`src/rtl/dispense_sequencer.sv`:
```
// rtl/dispense_sequencer.sv - timed three-motor paint dispense sequencer
//
// Runs the red, yellow and blue pumps one after another, each for a time
// proportional to its latched keypad digit. Reports phase, busy and done.
// Optional macro SETTLE_GAP_EN inserts a motor-off settle gap after the
// red and yellow phases.
//
// Ports:
//   clk      system clock
//   rst      synchronous active-low reset
//   start    level; begins a dispense cycle when idle
//   abort    level; returns to idle at the next edge
//   dig_r/y/b  colour amounts (values above MAX_DIGIT count as 0)
//   motores  motor enables [2]=R [1]=Y [0]=B, one-hot or zero
//   fase     0 idle, 1 R, 2 Y, 3 B (a gap shows the preceding phase)
//   busy     high while not idle
//   done     one-cycle pulse on normal completion
module dispense_sequencer #(
  parameter int DIGIT_W        = 5,
  parameter int MAX_DIGIT      = 9,
  parameter int TICK_DIV       = 50000,
  parameter int TICKS_PER_UNIT = 100,
  parameter int GAP_TICKS      = 10
) (
  input  logic               clk,
  input  logic               rst,
  input  logic               start,
  input  logic               abort,
  input  logic [DIGIT_W-1:0] dig_r,
  input  logic [DIGIT_W-1:0] dig_y,
  input  logic [DIGIT_W-1:0] dig_b,
  output logic [2:0]         motores,
  output logic [1:0]         fase,
  output logic               busy,
  output logic               done
);

  localparam int TW = $clog2(MAX_DIGIT*TICKS_PER_UNIT+1);
  localparam int PW = (TICK_DIV > 1) ? $clog2(TICK_DIV) : 1;
  localparam logic [PW-1:0] PRESC_LAST = PW'(TICK_DIV-1);
  localparam logic [TW-1:0] GAP_TARGET = TW'(GAP_TICKS);

`ifdef SETTLE_GAP_EN
  typedef enum logic [2:0] {IDLE, RUN_R, RUN_Y, RUN_B, GAP_RY, GAP_YB} state_e;
`else
  typedef enum logic [1:0] {IDLE, RUN_R, RUN_Y, RUN_B} state_e;
`endif

  state_e             state_q, state_d;
  logic [DIGIT_W-1:0] amt_r_q, amt_r_d, amt_y_q, amt_y_d, amt_b_q, amt_b_d;
  logic [PW-1:0]      presc_q, presc_d;
  logic [TW-1:0]      tick_q, tick_d;
  logic [2:0]         motores_q, motores_d;
  logic [1:0]         fase_q, fase_d;
  logic               busy_q, busy_d, done_q, done_d;
  logic [TW-1:0]      target;
  logic               phase_end;

  function automatic logic [DIGIT_W-1:0] clamp(input logic [DIGIT_W-1:0] d);
    return (32'(d) > MAX_DIGIT) ? '0 : d;
  endfunction

  // Length of the current state in ticks; IDLE falls into the gap arm,
  // where the value is never used.
  always_comb begin
    target = GAP_TARGET;
    case (state_q)
      RUN_R:   target = TW'(32'(amt_r_q) * TICKS_PER_UNIT);
      RUN_Y:   target = TW'(32'(amt_y_q) * TICKS_PER_UNIT);
      RUN_B:   target = TW'(32'(amt_b_q) * TICKS_PER_UNIT);
      default: target = GAP_TARGET;
    endcase
  end

  // A zero-length phase still occupies exactly one cycle.
  assign phase_end = (target == '0) ||
                     ((presc_q == PRESC_LAST) && (tick_q == target - TW'(1)));

  always_comb begin
    state_d = state_q;
    amt_r_d = amt_r_q;
    amt_y_d = amt_y_q;
    amt_b_d = amt_b_q;
    done_d  = 1'b0;

    case (state_q)
      IDLE: begin
        if (start && !abort) begin
          amt_r_d = clamp(dig_r);
          amt_y_d = clamp(dig_y);
          amt_b_d = clamp(dig_b);
          state_d = RUN_R;
        end
      end
`ifdef SETTLE_GAP_EN
      RUN_R:  if (abort) state_d = IDLE; else if (phase_end) state_d = GAP_RY;
      GAP_RY: if (abort) state_d = IDLE; else if (phase_end) state_d = RUN_Y;
      RUN_Y:  if (abort) state_d = IDLE; else if (phase_end) state_d = GAP_YB;
      GAP_YB: if (abort) state_d = IDLE; else if (phase_end) state_d = RUN_B;
`else
      RUN_R:  if (abort) state_d = IDLE; else if (phase_end) state_d = RUN_Y;
      RUN_Y:  if (abort) state_d = IDLE; else if (phase_end) state_d = RUN_B;
`endif
      RUN_B: begin
        if (abort) begin
          state_d = IDLE;
        end else if (phase_end) begin
          state_d = IDLE;
          done_d  = 1'b1;
        end
      end
      default: state_d = IDLE;
    endcase

    // Every transition changes state, so any change means entry into a new
    // timed state and both counters restart from zero.
    if (presc_q == PRESC_LAST) begin
      presc_d = '0;
      tick_d  = tick_q + TW'(1);
    end else begin
      presc_d = presc_q + PW'(1);
      tick_d  = tick_q;
    end
    if ((state_d != state_q) || (state_d == IDLE)) begin
      presc_d = '0;
      tick_d  = '0;
    end

    // Outputs are decoded from the next state so they register with it.
    motores_d = 3'b000;
    fase_d    = 2'd0;
    case (state_d)
      RUN_R:  begin motores_d = {(amt_r_d != '0), 2'b00}; fase_d = 2'd1; end
      RUN_Y:  begin motores_d = {1'b0, (amt_y_d != '0), 1'b0}; fase_d = 2'd2; end
      RUN_B:  begin motores_d = {2'b00, (amt_b_d != '0)}; fase_d = 2'd3; end
`ifdef SETTLE_GAP_EN
      GAP_RY: fase_d = 2'd1;
      GAP_YB: fase_d = 2'd2;
`endif
      default: begin
        motores_d = 3'b000;
        fase_d    = 2'd0;
      end
    endcase
    busy_d = (state_d != IDLE);
  end

  always_ff @(posedge clk) begin
    if (!rst) begin
      state_q   <= IDLE;
      amt_r_q   <= '0;
      amt_y_q   <= '0;
      amt_b_q   <= '0;
      presc_q   <= '0;
      tick_q    <= '0;
      motores_q <= 3'b000;
      fase_q    <= 2'd0;
      busy_q    <= 1'b0;
      done_q    <= 1'b0;
    end else begin
      state_q   <= state_d;
      amt_r_q   <= amt_r_d;
      amt_y_q   <= amt_y_d;
      amt_b_q   <= amt_b_d;
      presc_q   <= presc_d;
      tick_q    <= tick_d;
      motores_q <= motores_d;
      fase_q    <= fase_d;
      busy_q    <= busy_d;
      done_q    <= done_d;
    end
  end

  assign motores = motores_q;
  assign fase    = fase_q;
  assign busy    = busy_q;
  assign done    = done_q;

endmodule

```
`config.mk`:
```
export PLATFORM = sky130hd
export DESIGN_NAME = dispense_sequencer
export DESIGN_NICKNAME = d
export VERILOG_FILES = /design/src/rtl/dispense_sequencer.sv
export SDC_FILE = /design/constraint.sdc
export NUM_CORES = 1
export LEC_CHECK = 0
export ABC_AREA = 0
export BUFFER_PORTS_ARGS = -buffer_cell sky130_fd_sc_hd__buf_2
export CAP_MARGIN = 40
export CORE_UTILIZATION = 54
export CTS_CLUSTER_DIAMETER = 120
export CTS_CLUSTER_SIZE = 8
export DETAILED_ROUTE_END_ITERATION = 8
export HOLD_SLACK_MARGIN = 0.1
export PLACE_DENSITY_LB_ADDON = 0.25
export SLEW_MARGIN = 40
export SYNTH_ARGS = -nofsm -noshare
export SYNTH_HDL_FRONTEND = slang
export SYNTH_SLANG_ARGS = --single-unit
```
`constraint.sdc`:
```
create_clock -name clk -period 3.24 [get_ports clk]
set_input_delay 0.648 -clock clk [delete_from_list [all_inputs] [get_ports clk]]
set_output_delay 0.648 -clock clk [all_outputs]
set_load 0.01 [all_outputs]
```
==> results.md <==
- Ys Warns: 0
- Top cells by area, synth: dfxtp_1 31%, ha_1 12%, nor2_1 6.6%, xnor2_1 6.6%, xor2_1 5.5%
- PD cells: 292 mW/mm^2
- Max stage delay on crit path: 0.51 ns
- Max Slew Vio Count: 0
- Failing checks: setup timing
- Antenna Cells: 0
- Hold Crit Class: flip-flop to flip-flop
- Routability cong.: 0.864
- Crit. Startpoint: amt_y_q[1]
- Vias/cell: 5.77
- Rel. slew slack: 47.6%
- RSZ-0062 raised after global routing: yes
- Period minus WS final: 3.42 ns
- Syn_nets: 408
- CP most frequent cell: ha_4
- Pre-antenna DRT Iters: 4
- Top-count cell post-synth: nor2_1
- Post-synth EDFFs: 0
- Commonest cells in the synthesized netlist: 56 x nor2_1, 49 x dfxtp_1, 32 x ha_1, 24 x xnor2_1, 21 x nand2_1
- DIE AREA: 0.00625 sq mm
- Vias in the first global route: 2803
- Synth-to-Final Area Change: 30.1%
- Worst-path fanout max: 6
- Post-synth top area share: 30.6%
- Clk root buf: clkbuf_8
- Setup violators final: 34
- Fin nets: 467
- RR Startpoint: amt_y_q[1]
- Cell area after synthesis: 0.00321 sq mm
- Layout cells sized above 1: 35.5%
- Post-Syn Area per Cell: 9.06 sq um
- CP max stage cell: fa_1
- Avg WL per Cell: 16.8 um
- Synth cell types: 54
- Worst skew pair latency: 0.32 ns
- Gr ovfl total: 0
- CP delay by family, top: adder cells
- Worst slew pin tran: 0.785 ns
- CP Class: flip-flop to flip-flop
- Core footprint: 0.00561 sq mm
- FF+latch area: 998 sq um
- Fmax: 292 MHz
- Worst vdd ir: 0.219 mV
- Initial Utilization: 57.2%
- Max-cap violations: 0
- Leak pwr: 1.62 nW
- Place WS: -0.252 ns
- Crit path DAT: 3.66 ns
- Crit path buffers/inverters: 1
- CTS Buf Count: 5
- Tcrit/Tclk final: 106%
- Multi-input logic area: 0.00248 sq mm
- CTS tree: done
- Post-synth ARST share: 0%
- Pin count of the biggest net entering global routing: 21
- Row cnt: 27
- Critical Path, Cell by Cell: ha_4, ha_4, ha_4, inv_2, fa_1, mux2i_2, a2bb2oi_2, or2b_1, mux2i_1, a32oi_1, o22ai_2, a31oi_4, xnor2_2, a211oi_2
- Initial DRC count: 105
- Max clock buf depth: 2
- Routed vias: 2805
- Status: complete, but fails checks
- Detailed Place HPWL: 5460 um
- Cells after DPL: 467
- Total track usage: 26.6%
- FILL cells: 412
- DRC Markers: 0
- Global-route wire length before repair: 12800 um
- Chip Width: 79.0 um
- Required time of the worst setup path: 3.48 ns
- Non-Filler Instances: 486
- # IOs: 26
- Cell taking the most area after synthesis: dfxtp_1
- Gate count after technology mapping: 354
- Worst Hold Launch: presc_q[0]
- CP startpoint kind: flip-flop
- Register bit total from synthesis: 49
- Htree depth: 2
- Post-route ant nets: 0
- Die Y: 79.0 um
- Total Routed Length: 8140 um
- CTS clk-pin slew, worst paths: 0.10 ns
- Register area share after synthesis: 30.6%
- Ys flop type: dfxtp_1
- Setup crit end kind: flip-flop
- IO buf count: 25
- Initial antenna violation count: 0
- Min setup slack post-route: -0.185 ns
- Final Hold Fails: 0
- Sink Count: 49
- Clock Skew: 0.0104 ns
==> final timing paths <==
check	endpoint	slack [ns]	depth (start not counted)
max reg2reg	motores[0]	-0.18	14
max	motores[0]	-0.18	14
min reg2reg	presc_q[0]	0.45	1
min	presc_q[0]	0.45	1
==> stage by stage <==
stage	hold WS [ns]	setup TNS (ns)	cell area, sq um	util, %	total power [W]
finish	0.454	-4.49	4170	74.3	0.00122
global route	0.492	-9.97	4170	74.3	0.00126
CTS	0.465	-2.02	4030	71.9	0.00121
detailed placement	0.441	-6.43	3560	63.4	0.000744
global placement	0.432	-3.62	3560	63.4	0.000740
floorplan	0.411	0	3210	-	0.000700
==> power by group <==
part / switching [W] / total, W / internal, W
logic: 0.0000783 / 0.000146 / 0.0000676
clock network: 0.000224 / 0.000456 / 0.000232
registers: 0.00000850 / 0.000614 / 0.000605
total: 0.000311 / 0.00122 / 0.000905
==> layout make-up <==
| class | instances | area share [%] |
|---|---|---|
| clock inverters | 3 | 1.05 |
| well taps | 72 | 2.16 |
| multi-input cells | 279 | 59.4 |
| flip-flops and latches | 49 | 23.9 |
| repair buffers | 63 | 10.4 |
| clock buffers | 5 | 1.65 |
| inverters | 15 | 1.35 |
==> routing by layer <==
metal  GRT usage, %  routed length (um)  vias to the layer above
li1               -                   -                     1368
met1           30.1                3340                     1346
met2           48.1                4250                       73
met3           5.29                 355                       18
met4           11.1                 198                        0
met5              0                   0                        -
==> layout by cell type (no fill, tap or decap), types with 9 or more instances in the layout <==
master / n
nand3_1: 10
nor2_1: 44
buf_4: 34
buf_2: 25
xnor2_1: 20
and3_1: 9
ha_1: 15
nand2_1: 20
a22oi_1: 13
inv_1: 12
xor2_1: 19
nor2_2: 12
ha_4: 17
dfxtp_1: 41
==> sequential cells by signal, summed over array words and instances (netlist names), 2 cells and up <==
signal and cells:
amt_r_q 5, presc_q 16, fase 2, amt_b_q 5
tick_q 10, amt_y_q 5, motores 3
==> logic make-up (layout without fill, tap and decap cells) <==
group	Yosys count	after routing	synth area share (%)
compound gates	53	54	12.2
xor+xnor	47	47	14.1
fa+ha+maj	35	35	14.4
flops	49	49	30.6
simple gates	132	133	20.9
buf+inv	28	86	4.53
mux	10	10	3.24
==> timing repair <==
action                     CTS  global route
pin swaps                   22            29
gates cloned                 2             1
resized for setup           47            27
buffers inserted             9             1
hold buffers                 0             0
setup endpoints to repair   34            34
(Power assumes the default switching activity.)
